==> src/rtl/i_sram_like_to_axi_pkg.sv <==
// Shared AXI/sram-like constants and FSM state type for the instruction-side read bridge.
package i_sram_like_to_axi_pkg;

    localparam logic [1:0] AXI_BURST_INCR = 2'b01;
    localparam logic [1:0] AXI_RESP_OKAY  = 2'b00;

    typedef enum logic [1:0] {
        S_IDLE = 2'd0,
        S_AR   = 2'd1,
        S_R    = 2'd2
    } state_t;

    // sram-like size codes (0 byte, 1 half, 2 word) map directly onto AXI arsize
    function automatic logic [2:0] sram_to_axi_size(input logic [1:0] sram_size);
        return {1'b0, sram_size};
    endfunction

endpackage

==> src/rtl/i_sram_like_to_axi.sv <==
// Instruction-side bridge: sram-like read slave to single-beat AXI read master, one read outstanding.
// Optional sticky non-OKAY response flag on axi_err is built when I_AXI_RESP_CHECK_EN is defined.
//
// state  | meaning
// S_IDLE | waiting for an sram-like read request
// S_AR   | arvalid asserted, waiting for arready
// S_R    | rready asserted, waiting for the single R beat
module i_sram_like_to_axi
    import i_sram_like_to_axi_pkg::*;
#(
    parameter int              ID_W  = 4,
    parameter logic [ID_W-1:0] AR_ID = '0
) (
    input  logic            clk,
    input  logic            resetn,
    input  logic            inst_req,
    input  logic            inst_wr,
    input  logic [1:0]      inst_size,
    input  logic [31:0]     inst_addr,
    input  logic [31:0]     inst_wdata,
    output logic            inst_addr_ok,
    output logic            inst_data_ok,
    output logic [31:0]     inst_rdata,
    output logic [ID_W-1:0] arid,
    output logic [31:0]     araddr,
    output logic [7:0]      arlen,
    output logic [2:0]      arsize,
    output logic [1:0]      arburst,
    output logic [1:0]      arlock,
    output logic [3:0]      arcache,
    output logic [2:0]      arprot,
    output logic            arvalid,
    input  logic            arready,
    input  logic [ID_W-1:0] rid,
    input  logic [31:0]     rdata,
    input  logic [1:0]      rresp,
    input  logic            rlast,
    input  logic            rvalid,
    output logic            rready,
    output logic            axi_err
);

    state_t      r_state;
    state_t      w_next_state;
    logic [31:0] r_araddr;
    logic [1:0]  r_size;
    logic        w_accept;
    logic        w_resp_ok;
    logic        w_unused;

    assign w_accept  = (r_state == S_IDLE) && inst_req && !inst_wr;
    assign w_resp_ok = (rresp == AXI_RESP_OKAY);

    always_ff @(posedge clk or negedge resetn) begin
        if (!resetn) begin
            r_state <= S_IDLE;
        end else begin
            r_state <= w_next_state;
        end
    end

    // Address and size only load in IDLE, so they stay stable for the whole AR wait.
    always_ff @(posedge clk or negedge resetn) begin
        if (!resetn) begin
            r_araddr <= '0;
            r_size   <= '0;
        end else if (w_accept) begin
            r_araddr <= inst_addr;
            r_size   <= inst_size;
        end
    end

    always_comb begin
        w_next_state = r_state;
        arvalid      = 1'b0;
        rready       = 1'b0;
        inst_addr_ok = 1'b0;
        inst_data_ok = 1'b0;
        case (r_state)
            S_IDLE: begin
                if (w_accept) w_next_state = S_AR;
            end
            S_AR: begin
                arvalid      = 1'b1;
                inst_addr_ok = arready;
                if (arready) w_next_state = S_R;
            end
            S_R: begin
                rready       = 1'b1;
                inst_data_ok = rvalid;
                if (rvalid) w_next_state = S_IDLE;
            end
            default: w_next_state = S_IDLE;
        endcase
    end

    assign inst_rdata = rdata;
    assign arid       = AR_ID;
    assign araddr     = r_araddr;
    assign arlen      = 8'd0;
    assign arsize     = sram_to_axi_size(r_size);
    assign arburst    = AXI_BURST_INCR;
    assign arlock     = 2'b00;
    assign arcache    = 4'b0000;
    assign arprot     = 3'b000;

`ifdef I_AXI_RESP_CHECK_EN
    logic r_axi_err;

    always_ff @(posedge clk or negedge resetn) begin
        if (!resetn) begin
            r_axi_err <= 1'b0;
        end else if (rvalid && rready && !w_resp_ok) begin
            r_axi_err <= 1'b1;
        end
    end

    assign axi_err  = r_axi_err;
    assign w_unused = ^{inst_wdata, rid, rlast};
`else
    assign axi_err  = 1'b0;
    assign w_unused = ^{inst_wdata, rid, rlast, w_resp_ok};
`endif

`ifndef SYNTHESIS
    always_ff @(posedge clk) begin
        if (resetn && (r_state == S_IDLE) && inst_req && inst_wr)
            $error("i_sram_like_to_axi: write request on read-only bridge");
        if (resetn && (r_state == S_R) && rvalid && !rlast)
            $error("i_sram_like_to_axi: single-beat read returned rlast=0");
    end
`endif

endmodule
==> config.mk <==
export PLATFORM = sky130hd
export DESIGN_NAME = i_sram_like_to_axi
export DESIGN_NICKNAME = d
export VERILOG_FILES = /design/src/rtl/i_sram_like_to_axi_pkg.sv /design/src/rtl/i_sram_like_to_axi.sv
export SDC_FILE = /design/constraint.sdc
export NUM_CORES = 1
export LEC_CHECK = 0
export ABC_AREA = 1
export ABC_CLOCK_PERIOD_IN_PS = 1300
export CAP_MARGIN = 20
export CORE_MARGIN = 4
export CORE_UTILIZATION = 30
export DETAILED_ROUTE_END_ITERATION = 10
export DONT_BUFFER_PORTS = 1
export PLACE_DENSITY = 0.53
export SLEW_MARGIN = 20
export SYNTH_ARGS = -nofsm -noshare
export SYNTH_HDL_FRONTEND = slang
export SYNTH_SLANG_ARGS = --single-unit
==> constraint.sdc <==
create_clock -name clk -period 1.3 [get_ports clk]
set_input_delay 0.39 -clock clk [delete_from_list [all_inputs] [get_ports clk]]
set_output_delay 0.39 -clock clk [all_outputs]
set_load 0.02 [all_outputs]
# Word-level counts from Yosys, hierarchy flattened
# Cells that the tools add are included.
# Widths: inputs -> output; s select.
[word_totals]
regBits = 36
input_bits = 111
output_inout_bits = 95
word_cells = 21
[op_classes]
eq_ne = 5
muxes = 8
reduce_logical = 5
[op_table]
columns = ["operator", "n"]
rows = [
  ["$mux 2", 3],
  ["$ne 2x2->1 const B", 3],
  ["$pmux 2 s3", 1],
  ["$mux 1", 4],
  ["$reduce_and 3->1", 1],
  ["$eq 2x1->1 const B", 1],
  ["$eq 2x2->1 const B", 1],
  ["$logic_and 1x1->1", 2],
  ["$logic_not 2->1", 1],
  ["$logic_not 1->1", 1],
]

# Longest topological paths before layout
# Gate-level depths: netlist of run 1.
[depth]
word_depth = 5
depth_mapped = 6
mapped_depth_nobuf = 5

# Worst setup path before layout of run 1
# OpenSTA, ideal clock, no wires.
[synth_path]
path_kind = "reg-to-output"
startpoint = "register r_state[1]"
endpoint = "output inst_data_ok"
t_arrival_ns = 0.933
required_time_ns = 0.910
slack_ns = -0.023
stages_incl_launch_ff = 3
path_buffers = 0
path_cell_list = "dfrtp_1 -> inv_1 -> nor3_1"
[synth_via]
elab_chain_len = 2
[synth_lines]
columns = ["element", "line", "rtl"]
rows = [
  ["from (decl)", "i_sram_like_to_axi.sv:43", "state_t r_state;"],
  ["from (signal assigned)", "i_sram_like_to_axi.sv:58", "r_state <= w_next_state;"],
  ["$eq 2x2->1", "i_sram_like_to_axi.sv:79", "case (r_state)"],
  ["$mux 1", "i_sram_like_to_axi.sv:79", ""],
  ["to (decl)", "i_sram_like_to_axi.sv:22", "output logic inst_data_ok,"],
]
# Every way passes these cells.

# Worst setup path after layout of run 1
[layout_path]
startpoint = "register r_state[0]"
endpoint = "output rready"
[layout_via]
elab_chain_len = 2
[layout_lines]
columns = ["element", "line", "rtl"]
rows = [
  ["$eq 2x2->1", "i_sram_like_to_axi.sv:79", ""],
  ["$mux 1", "i_sram_like_to_axi.sv:79", ""],
  ["to (decl)", "i_sram_like_to_axi.sv:39", "output logic rready,"],
]
# Every way passes these cells.

==> results of run 1 <==
==> critical path, stage by stage, from the launching register on <==
cell and delay [ns]:
dfrtp_2 0.45, nor2_1 0.15, buf_4 0.16
==> through the flow <==
step                utilization [%]  power [mW]
finish                         30.8        3.93
detailed placement             27.5        2.90
floorplan                         -        2.90
CTS                            30.5        3.98
global placement               27.5        2.88
global route                   30.8        4.22
==> sequential cells by signal, summed over array words and instances, names as in the netlist <==
signal and flops:
r_state 2, araddr 32, r_size 2
==> cells in the mapped netlist <==
master | n | area (µm²)
nand2_1 | 70 | 263
buf_4 | 60 | 450
dfrtp_1 | 36 | 901
nand3_1 | 34 | 170
inv_1 | 5 | 18.8
buf_2 | 3 | 15.0
buf_6 | 3 | 33.8
conb_1 | 2 | 7.51
nor2_1 | 2 | 7.51
nor2_4 | 2 | 22.5
o21ai_0 | 2 | 10.0
nand2_4 | 1 | 11.3
nor3_1 | 1 | 5.00
==> layout make-up <==
cell class,instances,area (µm²)
clock buffers,5,68.8
clock inverters,3,42.5
fillers,665,4190
inverters,5,23.8
multi-input cells,137,603
flip-flops and latches,36,902
well taps,75,93.8
repair buffers,14,135
==> cells by family after synthesis <==
| kind of cell | synth area share, % |
|---|---|
| AOI/OAI and AO/OA | 0.523 |
| buffers and inverters | 27.0 |
| DFF | 47.0 |
| other | 0.392 |
| and+or+nand+nor | 25.0 |
==> routing by layer <==
metal  wire [µm]  GRT usage [%]  vias up  share of wire [%]
li1            -              -      562                  -
met1        1500           11.4      568                 38
met2        1830           16.8       72                 47
met3         507           5.17       10                 13
met4          65           3.63        0                1.7
met5           0              0        -                  0
==> worst paths after layout <==
| kind | startpoint | end | slack (ns) | cells past startpoint |
|---|---|---|---|---|
| setup reg to reg | r_state[0] | araddr[4] | 0.10 | 6 |
| setup / recovery | r_state[0] | rready | -0.12 | 2 |
| hold / removal | arready | r_state[0] | 0.20 | 1 |
| min in group asynchronous | resetn | araddr[29] | 0.54 | 2 |
| hold reg to reg | r_size[0] | r_size[0] | 0.62 | 2 |
| max in group asynchronous | resetn | r_state[0] | 0.54 | 2 |
==> power breakdown <==
group	total (mW)	internal (mW)	switching (mW)
combinational	0.768	0.273	0.495
sequential	2.18	1.48	0.701
clock	0.977	0.568	0.409
==> repair_timing <==
| item | CTS | global route |
|---|---|---|
| hold buffers | 2 | 0 |
| setup endpoints to repair | 4 | 22 |
| setup buffers | 3 | 0 |
| endpoints found under the hold margin | 36 | 0 |
| pin swaps | 2 | 1 |
| resized for setup | 7 | 6 |
==> results, run 1 <==
- The run finished, with violations left.
- The checks that failed: negative setup slack.
- The remaining antenna violation count after routing is 0.
- The width of the die is slightly below 90 µm.
- The total number of vias is roughly 1200.
- In this run the power density over the cells is between 2000 and 2500 nW/µm².
- The root buffer cell chosen for the clock tree is clkbuf_8.
- The H-tree generated during clock tree synthesis spans 2 levels.
- The area added between synthesis and finish is -2.42%.
- After technology mapping, the gate count stands at 221.
- The cell area after layout is 1870 µm².
- Of the synthesized area, sequential elements account for 47.0%.
- The worst-case IR drop observed on VDD is 0.678 mV.
- The total wire length is approximately 4 mm.
- The detailed placer's ending HPWL is ~2.8 mm.
- The CTS clock-pin slew for the worst setup and hold paths is ~0.070 ns.
- Input and output buffers added on the ports amount to 0.
- The number of storage elements in the synthesis netlist is 36.
- Dividing the detail-routed via count by the number of cells gives approximately 4.4.
- The fraction of final layout cells sized beyond drive strength 1 is between 10% and 20%.
- The total overflow reported by the global router is 0.
- The worst hold slack across all endpoints is 0.204 ns.
- TritonCTS built the clock tree.
- The static leakage power is 0.999 nW.
- The type of the setup path with the least slack is flop to primary output.
- Setup repair after global routing could not meet its margin everywhere.
- The first-pass GRT wire length is a little over 6 mm.
- The final-report hold violation count came to 0.
- The maximum number of pins on one net before global-route repair is 37.
- The number of maximum-capacitance constraint violations is 0.
- The maximum fanout encountered on the critical timing path is 4.
- The number of iterations in the first detailed-routing pass is 3.
- The worst path required time is approximately 0.91 ns.
- In this run, CTS created clock tree buffers numbering 5.
- The setup TNS is -0.451 ns.
- The commonest non-fill, non-tap cell in the layout is nand2_1.
- Clock skew on the completed layout was measured at 0.00475 ns.
- Timing would allow up to around 0.7 GHz.
- In the routed design, unresolved DRC markers number 0.
- Measured along the y axis, the die boundary spans slightly below 90 µm.
- For this configuration, the core starts out at a cell density of a little under a third.
- The synthesized area is ~1900 µm².
- The total number of clock tree sinks is 36.
- The count of final max-slew check failures is 0.
- After the last flow step, the layout net total stands at between 300 and 400.
- The Yosys warning count is 0.
- At the worst endpoint, the arrival time is 1.03 ns.
- The core footprint is between 6000 and 7000 µm².
- The combined global-route utilization of all metal layers is just over 10%.
- Timing analysis after detailed placement gives a worst setup slack of ~0.06 ns.
- The via count of the first global-routing pass is approximately 1200.
- The number of distinct library cells after synthesis is 13.
- The final setup violation count is 4.
- The min-delay analysis places its worst path in the category primary input to flop.
- The top cell types in the final layout, fill and taps aside, are 69 x nand2_1, 35 x dfrtp_1, 34 x nand3_1.
- After detailed placement, the design holds a cell count of 262.
- The count of pins on the block boundary is 206.
- A synthesized cell averages 8.67 µm².
- The final critical path takes up 109% of the cycle.
- The placed instances occupy a cell area of 1670 µm².
- The type of element capturing the critical path is a primary output.
- Setup slack on the critical path of the routed design comes to -0.123 ns.
- The final routed wire length divided by cell count is approximately 14 µm.
- The number of antenna diodes in the final layout is 0.
- The startpoint kind of the worst setup timing path is a flop.
- The maximum number of buffers from clock root to sink is 2.
- The number of antenna violations at the first check in global routing came to 0.
- Routability-driven placement finished with a final weighted congestion of approximately 0.71.
- Row generation in the floorplan step produced 28 rows.
- For this block, the initial DRC count from the detailed router was 37.
- The final critical-path required period is around 1.4 ns.
- The die covers between 7000 and 8000 µm².
- The finished layout holds ~280 standard cells, fillers aside.
- The clock latency on the worst-skew pair is about 0.28 ns.
No activity file was read; power rests on OpenSTA's default activity.
==> inputs of run 2 (changes only) <==
--- a/config.mk
+++ b/config.mk
@@ -8,11 +8,13 @@
 export ABC_AREA = 1
 export ABC_CLOCK_PERIOD_IN_PS = 1300
 export CAP_MARGIN = 20
+export CELL_PAD_IN_SITES_DETAIL_PLACEMENT = 0
+export CELL_PAD_IN_SITES_GLOBAL_PLACEMENT = 1
 export CORE_MARGIN = 4
 export CORE_UTILIZATION = 30
 export DETAILED_ROUTE_END_ITERATION = 10
 export DONT_BUFFER_PORTS = 1
-export PLACE_DENSITY = 0.53
+export PLACE_DENSITY = 0.7
 export SLEW_MARGIN = 20
 export SYNTH_ARGS = -nofsm -noshare
 export SYNTH_HDL_FRONTEND = slang
==> run 2 against run 1 <==
Effect of this change: the flow still finishes with violations (negative setup slack); final cell count up 2.2%; clock skew up 0.0034 ns; non-clock buffer count rose by 2; count of clock-buffer cells in the layout unchanged; sequential power increased by 2%; critical path depth increased by 2; flip-flop and latch count unchanged; combinational power increased by 39%; fmax fell by 0.73%; hold slack barely moved; sequential share of layout area fell by 3.9 points; design area grew 8.8%; largest cell class unchanged.
==> results, run 2 (synthesized netlist as in run 1, its figures left out) <==
- After clock tree synthesis, the clock-pin slew on the worst setup and hold paths is about 0.070 ns.
- The count of final max-slew check failures was 0.
- The number of antenna violations at the first check in global routing is 0.
- The post-placement cell count is around 260.
- In the global route stage, overall resource usage came out at roughly a tenth.
- The final setup violation count is 5.
- The commonest non-fill, non-tap cell in the layout is nand2_1.
- The worst-case register-to-register setup slack is 0 ns.
- The overall power is 4.08 mW.
- The CTS buffer count is 5.
- The detail route stage leaves a number of antenna-violating nets equal to 0.
- Along the worst path, the maximum fanout reaches 3.
- The final worst-path setup slack is -0.134 ns.
- The total area inside the core boundary comes to 6060 µm².
- The total number of clock tree sinks is 36.
- Relative to the synthesized area, the layout overhead comes to 6.21%.
- The final-report hold violation count is 0.
- After detailed routing, the number of remaining DRC violations is 0.
- The tool flagged a number of max-cap violations equal to 0.
- The width of the die is roughly 88 µm.
- The routed design uses 561 µm of met3 wire.
- The initial core utilization is between 30% and 40%.
- Detailed routing placed a total of between 2 and 2.5 mm of wire on met2.
- OpenSTA, run right after detailed placement, puts the worst setup slack at around 0.055 ns.
- The height of the chip is 87.9 µm.
- For the final database, setup skew stands at roughly 0.008 ns.
- The final routed wire length divided by cell count is 16.1 µm.
- In this run the power density over the cells is 2010 nW/µm².
- The final reports fail on negative setup slack.
- The final critical-path required period is roughly 1.4 ns.
- The post-route netlist has a little over a quarter of its cells at a drive strength greater than 1.
- The critical path is of the flop to primary output type.
- Across the VDD grid, the largest voltage drop is ~0.83 mV.
- Derived from the worst setup path, the maximum achievable clock frequency is around 0.7 GHz.
- The number of I/O port buffers is 0.
- For the pin with the worst max-slew slack, the measured transition is approximately 0.57 ns.
- After floorplanning, the core was divided into 28 placement rows.
- The count of nets after finishing is between 300 and 400.
- Summed over all failing endpoints, the final setup total negative slack is -0.511 ns.
- The worst hold slack across all endpoints is ~0.2 ns.
- Data arrives at the worst endpoint at approximately 1.0 ns.
- CTS built an H-tree with a depth of 2.
- The flow ran to the end, but the final reports show violations.
- The detailed placer's ending HPWL is approximately 2.9 mm.
- The detailed router's first-iteration violation count is 27.
- The final core utilization is around 34%.
- Summing all placed instances gives a cell area of between 1500 and 2000 µm².
- For this design the static power due to leakage is about 1.0 nW.
- The area of the die is between 7000 and 8000 µm².
- The startpoint kind of the worst setup timing path is a flop.
- The worst setup path is captured at a primary output.
- The number of non-filler instances in the completed layout is between 200 and 300.
- For this block, wires on met1 add up to approximately 1.7 mm.
- Clock tree synthesis selected as its root buffer the cell clkbuf_8.
- The count of pins on the block boundary is roughly 200.
- Summed over all layers, the routed wires come to between 4 and 5 mm.
- The placer congestion estimate is ~0.60.
- Signal routing reaches up to met4.
- The maximum number of buffers from clock root to sink is 2.
- The first global-routing pass estimated 5.95 mm of wire.
- After layout, the worst path uses 110% of the clock period.
- The relative slew slack is about three fifths.
- The worst hold path class is primary input to flop.
- 0 antenna diodes ended up in the layout.
- The number of flip-flops under the largest register name is 32.
- The via count of the first global-routing pass is about 1200.
- In the routed layout, each cell is associated on average with a via count of roughly 4.4.
- Setup repair after global routing could not meet its margin everywhere.
- The first detailed-routing pass ran for 3 iterations.
- The maximum number of pins on one net before global-route repair is 37.
- The top cell types in the final layout, fill and taps aside, are 50 x nand2_1, 35 x dfrtp_1, 34 x nand3_1.
- TritonCTS built the clock tree.
- The later pin in the worst-skew pair is clocked with a latency of ~0.29 ns.
- The total number of vias is ~1200.
- The cell area after layout is about 2000 µm².
- The total overflow reported by the global router is 0.
- At the worst endpoint, the required time is between 0.9 and 1 ns.
-- run 2: cell count changes in the layout (fill, tap and decap cells not counted) --
cell,before,now
bufinv_16,1,0
nand2_8,0,4
buf_6,4,3
nand2_2,0,17
buf_12,1,3
nand2_4,2,4
clkinv_2,1,2
nand2_1,69,50
buf_4,8,7
buf_8,0,2
clkinv_4,0,1
clkinvlp_4,1,0
-- run 2: cell type report --
cell class / instances / area, µm²
well taps: 75 / 93.8
repair buffers: 16 / 186
multi-input cells: 141 / 741
inverters: 5 / 23.8
clock inverters: 3 / 18.8
fillers: 653 / 4030
clock buffers: 5 / 68.8
flip-flops and latches: 36 / 902
-- run 2: worst paths after layout --
path,start,end,cells after the start
setup / recovery,r_state[1],inst_addr_ok,4
min in group asynchronous,resetn,araddr[29],2
max in group asynchronous,resetn,r_state[0],2
hold / removal,arready,r_state[0],1
hold reg to reg,araddr[0],araddr[0],2
setup reg to reg,r_state[0],araddr[10],7
-- run 2: worst max-delay path, cell delays in order, from the launching register on --
cell and delay (ns):
dfrtp_1 0.40, inv_2 0.10, nand2_4 0.07, nor2_4 0.08, buf_6 0.12
-- run 2: metal layers --
metal  track usage (%)  vias to the layer above
met4              3.49                        0
met2              16.5                       75
met1              11.2                      578
li1                  -                      582
met5                 0                        -
met3              5.55                        4
-- run 2: timing repair --
item,CTS,global route
setup buffers,3,3
gates resized for setup,11,33
hold endpoints to repair,36,0
cloned,0,4
endpoints found under the setup margin,4,33
hold buffers,2,0
pin swaps,2,4
-- run 2: report_power, final --
group          switching, mW  leakage (nW)  total, mW  internal, mW
clock                  0.419        0.0479      0.792         0.374
sequential             0.743         0.447       2.22          1.48
combinational          0.616         0.544       1.07         0.450
==> inputs of run 3 (changes only) <==
--- a/config.mk
+++ b/config.mk
@@ -5,7 +5,6 @@
 export SDC_FILE = /design/constraint.sdc
 export NUM_CORES = 1
 export LEC_CHECK = 0
-export ABC_AREA = 1
 export ABC_CLOCK_PERIOD_IN_PS = 1300
 export CAP_MARGIN = 20
 export CELL_PAD_IN_SITES_DETAIL_PLACEMENT = 0
@@ -14,8 +13,9 @@
 export CORE_UTILIZATION = 30
 export DETAILED_ROUTE_END_ITERATION = 10
 export DONT_BUFFER_PORTS = 1
-export PLACE_DENSITY = 0.7
+export PLACE_DENSITY_LB_ADDON = 0.1
 export SLEW_MARGIN = 20
 export SYNTH_ARGS = -nofsm -noshare
 export SYNTH_HDL_FRONTEND = slang
 export SYNTH_SLANG_ARGS = --single-unit
+export TNS_END_PERCENT = 20
==> run 3 against run 2 <==
Effect of this change: the run still ends with negative setup slack left; sequential share of layout area is 6.4 points higher; largest power group unchanged; sequential power is 2% higher; global-route usage shrank 1.4 points; register-to-register slack worse by 0.20 ns; combinational power fell by 33%; fmax decreased by 6.3%; critical path depth fell by 1.
==> results, run 3 <==
- In the layout the commonest cells are 36 x dfrtp_1, 29 x mux2_2, 25 x conb_1.
- The clock tree root buffer cell is clkbuf_8.
- The number of distinct library cells after synthesis is 14.
- The area of the die is approximately 7400 µm².
- In the global route stage, overall resource usage came out at slightly below 9%.
- The synthesized area per cell is 12.9 µm².
- The worst hold slack across all endpoints is ~0.24 ns.
- Summed over all instances, the cell type with the most area after synthesis is dfrtp_1.
- Data arrives at the worst endpoint at around 1.1 ns.
- The TritonCTS clock tree is yes.
- From left edge to right edge, the die measures between 80 and 90 µm.
- The flow ran to the end, but the final reports show violations.
- The power per unit of standard cell area is about 2100 nW/µm².
- The cell with the most instances after synthesis is buf_4.
- Together, buffers and inverters on the worst path number 1.
- Setup repair after global routing could not meet its margin everywhere.
- In this run the standard cell core region covers roughly 5900 µm².
- Setup slack on the critical path of the routed design comes to -0.229 ns.
- The signal on the critical path passes through buf_6 -> nor2b_4 -> and2_4.
- The detailed router's first-iteration violation count is 12.
- In this run the count of I/O pins placed on the die edge is just over 200.
- The final setup violation count is 39.
- The largest individual stage delay along the critical path comes from the cell dfrtp_1.
- For this configuration, the core starts out at a cell density of a little under a third.
- The first global-routing pass estimated 4.78 mm of wire.
- The worst path required time is between 0.9 and 1 ns.
- The final routed wire length divided by cell count is between 15 and 20 µm.
- The final critical-path share of the clock period is 118%.
- The cell count after synthesis came out at approximately 140.
- The number of non-filler instances in the completed layout is about 200.
- On the final layout, the worst clock skew is 0.00853 ns.
- The checks that failed: negative setup slack.
- The startpoint of the worst setup timing path is r_state[1].
- The commonest non-fill, non-tap cell in the layout is dfrtp_1.
- The total wire length is approximately 3.4 mm.
- The worst hold path class is primary input to flop.
- The clock latency on the worst-skew pair is about 0.28 ns.
- The Yosys warning count is 0.
- The cell area that synthesis handed to floorplanning was around 1800 µm².
- The post-detailed-route DRC marker count is 0.
- Clock tree synthesis found a total of 36 sinks.
- The share of flip-flops with an asynchronous set or reset is between 90% and 100%.
- After clock tree synthesis, the clock-pin slew on the worst setup and hold paths is 0.07 ns.
- The number of rows created at floorplan is 28.
- Derived from the worst setup path, the maximum achievable clock frequency is 0.654 GHz.
- The number of placed instances, taps included, is roughly 190.
- In the final layout, the share of cells above drive strength 1 is 44.3%.
- The final-report hold violation count is 0.
- Across the VDD grid, the largest voltage drop is slightly below 0.5 mV.
- The number of antenna violations at the first check in global routing is 0.
- The remaining antenna violation count after routing is 0.
- The critical path in this run is classified as flop to primary output.
- The type of element capturing the critical path is a primary output.
- The pre-antenna-repair detailed-routing pass consisted of 2 iterations.
- The placer congestion estimate is ~0.66.
- Counting flops with a built-in enable in the synthesized netlist gives 0.
- Summed over all nets, the half-perimeter wirelength after detailed placement is roughly 2.5 mm.
- The CTS buffer count is 5.
- Counting flops and latches in the post-synthesis netlist gives 36.
- The static leakage power is 0.785 nW.
- The count of final max-slew check failures was 0.
- The largest single stage delay on the critical path is approximately 0.4 ns.
- The number of antenna diodes in the final layout is 0.
- Global routing finished with a remaining overflow of 0.
- The number of maximum-capacitance constraint violations is 0.
- For this run, the leading register cell type out of synthesis is dfrtp_1.
- The setup TNS is -6.72 ns.
- In this run the biggest area consumer among cell types represents approximately 49% of the synthesized area.
- From synthesis to final layout, the design area changed by -3.27%.
- The H-tree was split into 2 levels.
- The register area share after synthesis is 49.1%.
- The worst hold path begins at arready.
- The number of I/O port buffers is 0.
- The maximum number of buffers from clock root to sink is 2.
- The worst setup path is launched from a flop.
- Entering global routing, the biggest net connects 37 pins.
- The final critical-path required period is between 1.5 and 2 ns.
- The via count of the first global-routing pass was between 800 and 900.
- The height of the chip is between 80 and 90 µm.
- After synthesis, the cell types taking the most area are dfrtp_1 49%, buf_4 23%, mux2_2 20%.
- The commonest cells after synthesis are 57 x buf_4, 36 x dfrtp_1, 32 x mux2_2, 3 x buf_6.
- The kind of cell with the highest combined delay along the critical path is flip-flops.
- The routed layout has 830 vias.
- The worst register-to-register path begins at r_state[0].
- In this run the worst path has a maximum fanout of 3.
- The per-cell via count in the routed design is roughly 4.2.
- The number of flip-flops under the largest register name is 32.
- For this run, the post-layout net count is 233.
-- run 3: cell types whose count changed after synthesis, sizes merged, moves of 4 or more --
cell and change:
buf -6, inv -4, mux2 +34, nand2 -71, nand3 -34, nor2 -4
-- run 3: layout make-up --
type	instances	area [µm²]
clock inverter	1	5.00
clock buffer	6	72.6
tap	75	93.8
multi-input combinational	68	589
inverter	1	3.75
fill	614	4150
sequential	36	901
timing repair buffer	10	109
-- run 3: final timing paths --
| check | cells after the start | endpoint | slack (ns) |
|---|---|---|---|
| worst max-delay path | 3 | inst_data_ok | -0.23 |
| worst min-delay path | 1 | r_state[1] | 0.24 |
| worst max register to register | 3 | araddr[12] | -0.20 |
| worst min register to register | 1 | araddr[26] | 0.65 |
| max in group asynchronous | 2 | araddr[9] | 0.55 |
| min in group asynchronous | 2 | araddr[30] | 0.56 |
-- run 3: through the flow --
stage	utilization (%)	power (mW)	area (µm²)	setup slack (ns)
3_5_place_dp	27.0	2.92	1600	-0.240
6_report	30.0	3.71	1770	-0.229
2_1_floorplan	-	2.92	1920	-0.227
4_1_cts	29.6	3.76	1760	-0.238
5_1_grt	30.0	3.91	1770	-0.296
3_3_place_gp	27.0	2.89	1600	-0.212
-- run 3: cells by family (layout without fill, tap and decap cells) --
kind of cell	count (synthesis)	count (layout)	synth area share [%]
buf+inv	61	18	25.4
compound gates	2	2	0.750
other cells	2	25	0.409
simple gates	7	7	3.48
flops	36	36	49.1
mux	34	34	20.9
-- run 3: worst reg2reg max path, stage by stage (launching register included) --
cell	delay [ns]
dfrtp_1	0.42
nor4b_4	0.35
buf_8	0.24
mux2_2	0.37
-- run 3: per-layer routing --
layer / global-route usage, % / vias to the layer above / part of all wire (%)
li1: - / 340 / -
met1: 8.08 / 395 / 29
met2: 14.6 / 65 / 52
met3: 4.09 / 30 / 14
met4: 6.94 / 0 / 5.4
met5: 0 / - / 0
-- run 3: where the power goes --
part           internal (mW)  switching, mW
Sequential              1.51          0.765
Combinational          0.426          0.287
Clock                  0.364          0.364
-- run 3: repair_timing --
action	4_1_cts	5_1_grt
setup buffers	2	0
pin swaps	3	0
hold endpoints to repair	36	0
endpoints found under the setup margin	38	39
resized for setup	12	5
hold buffers	2	0
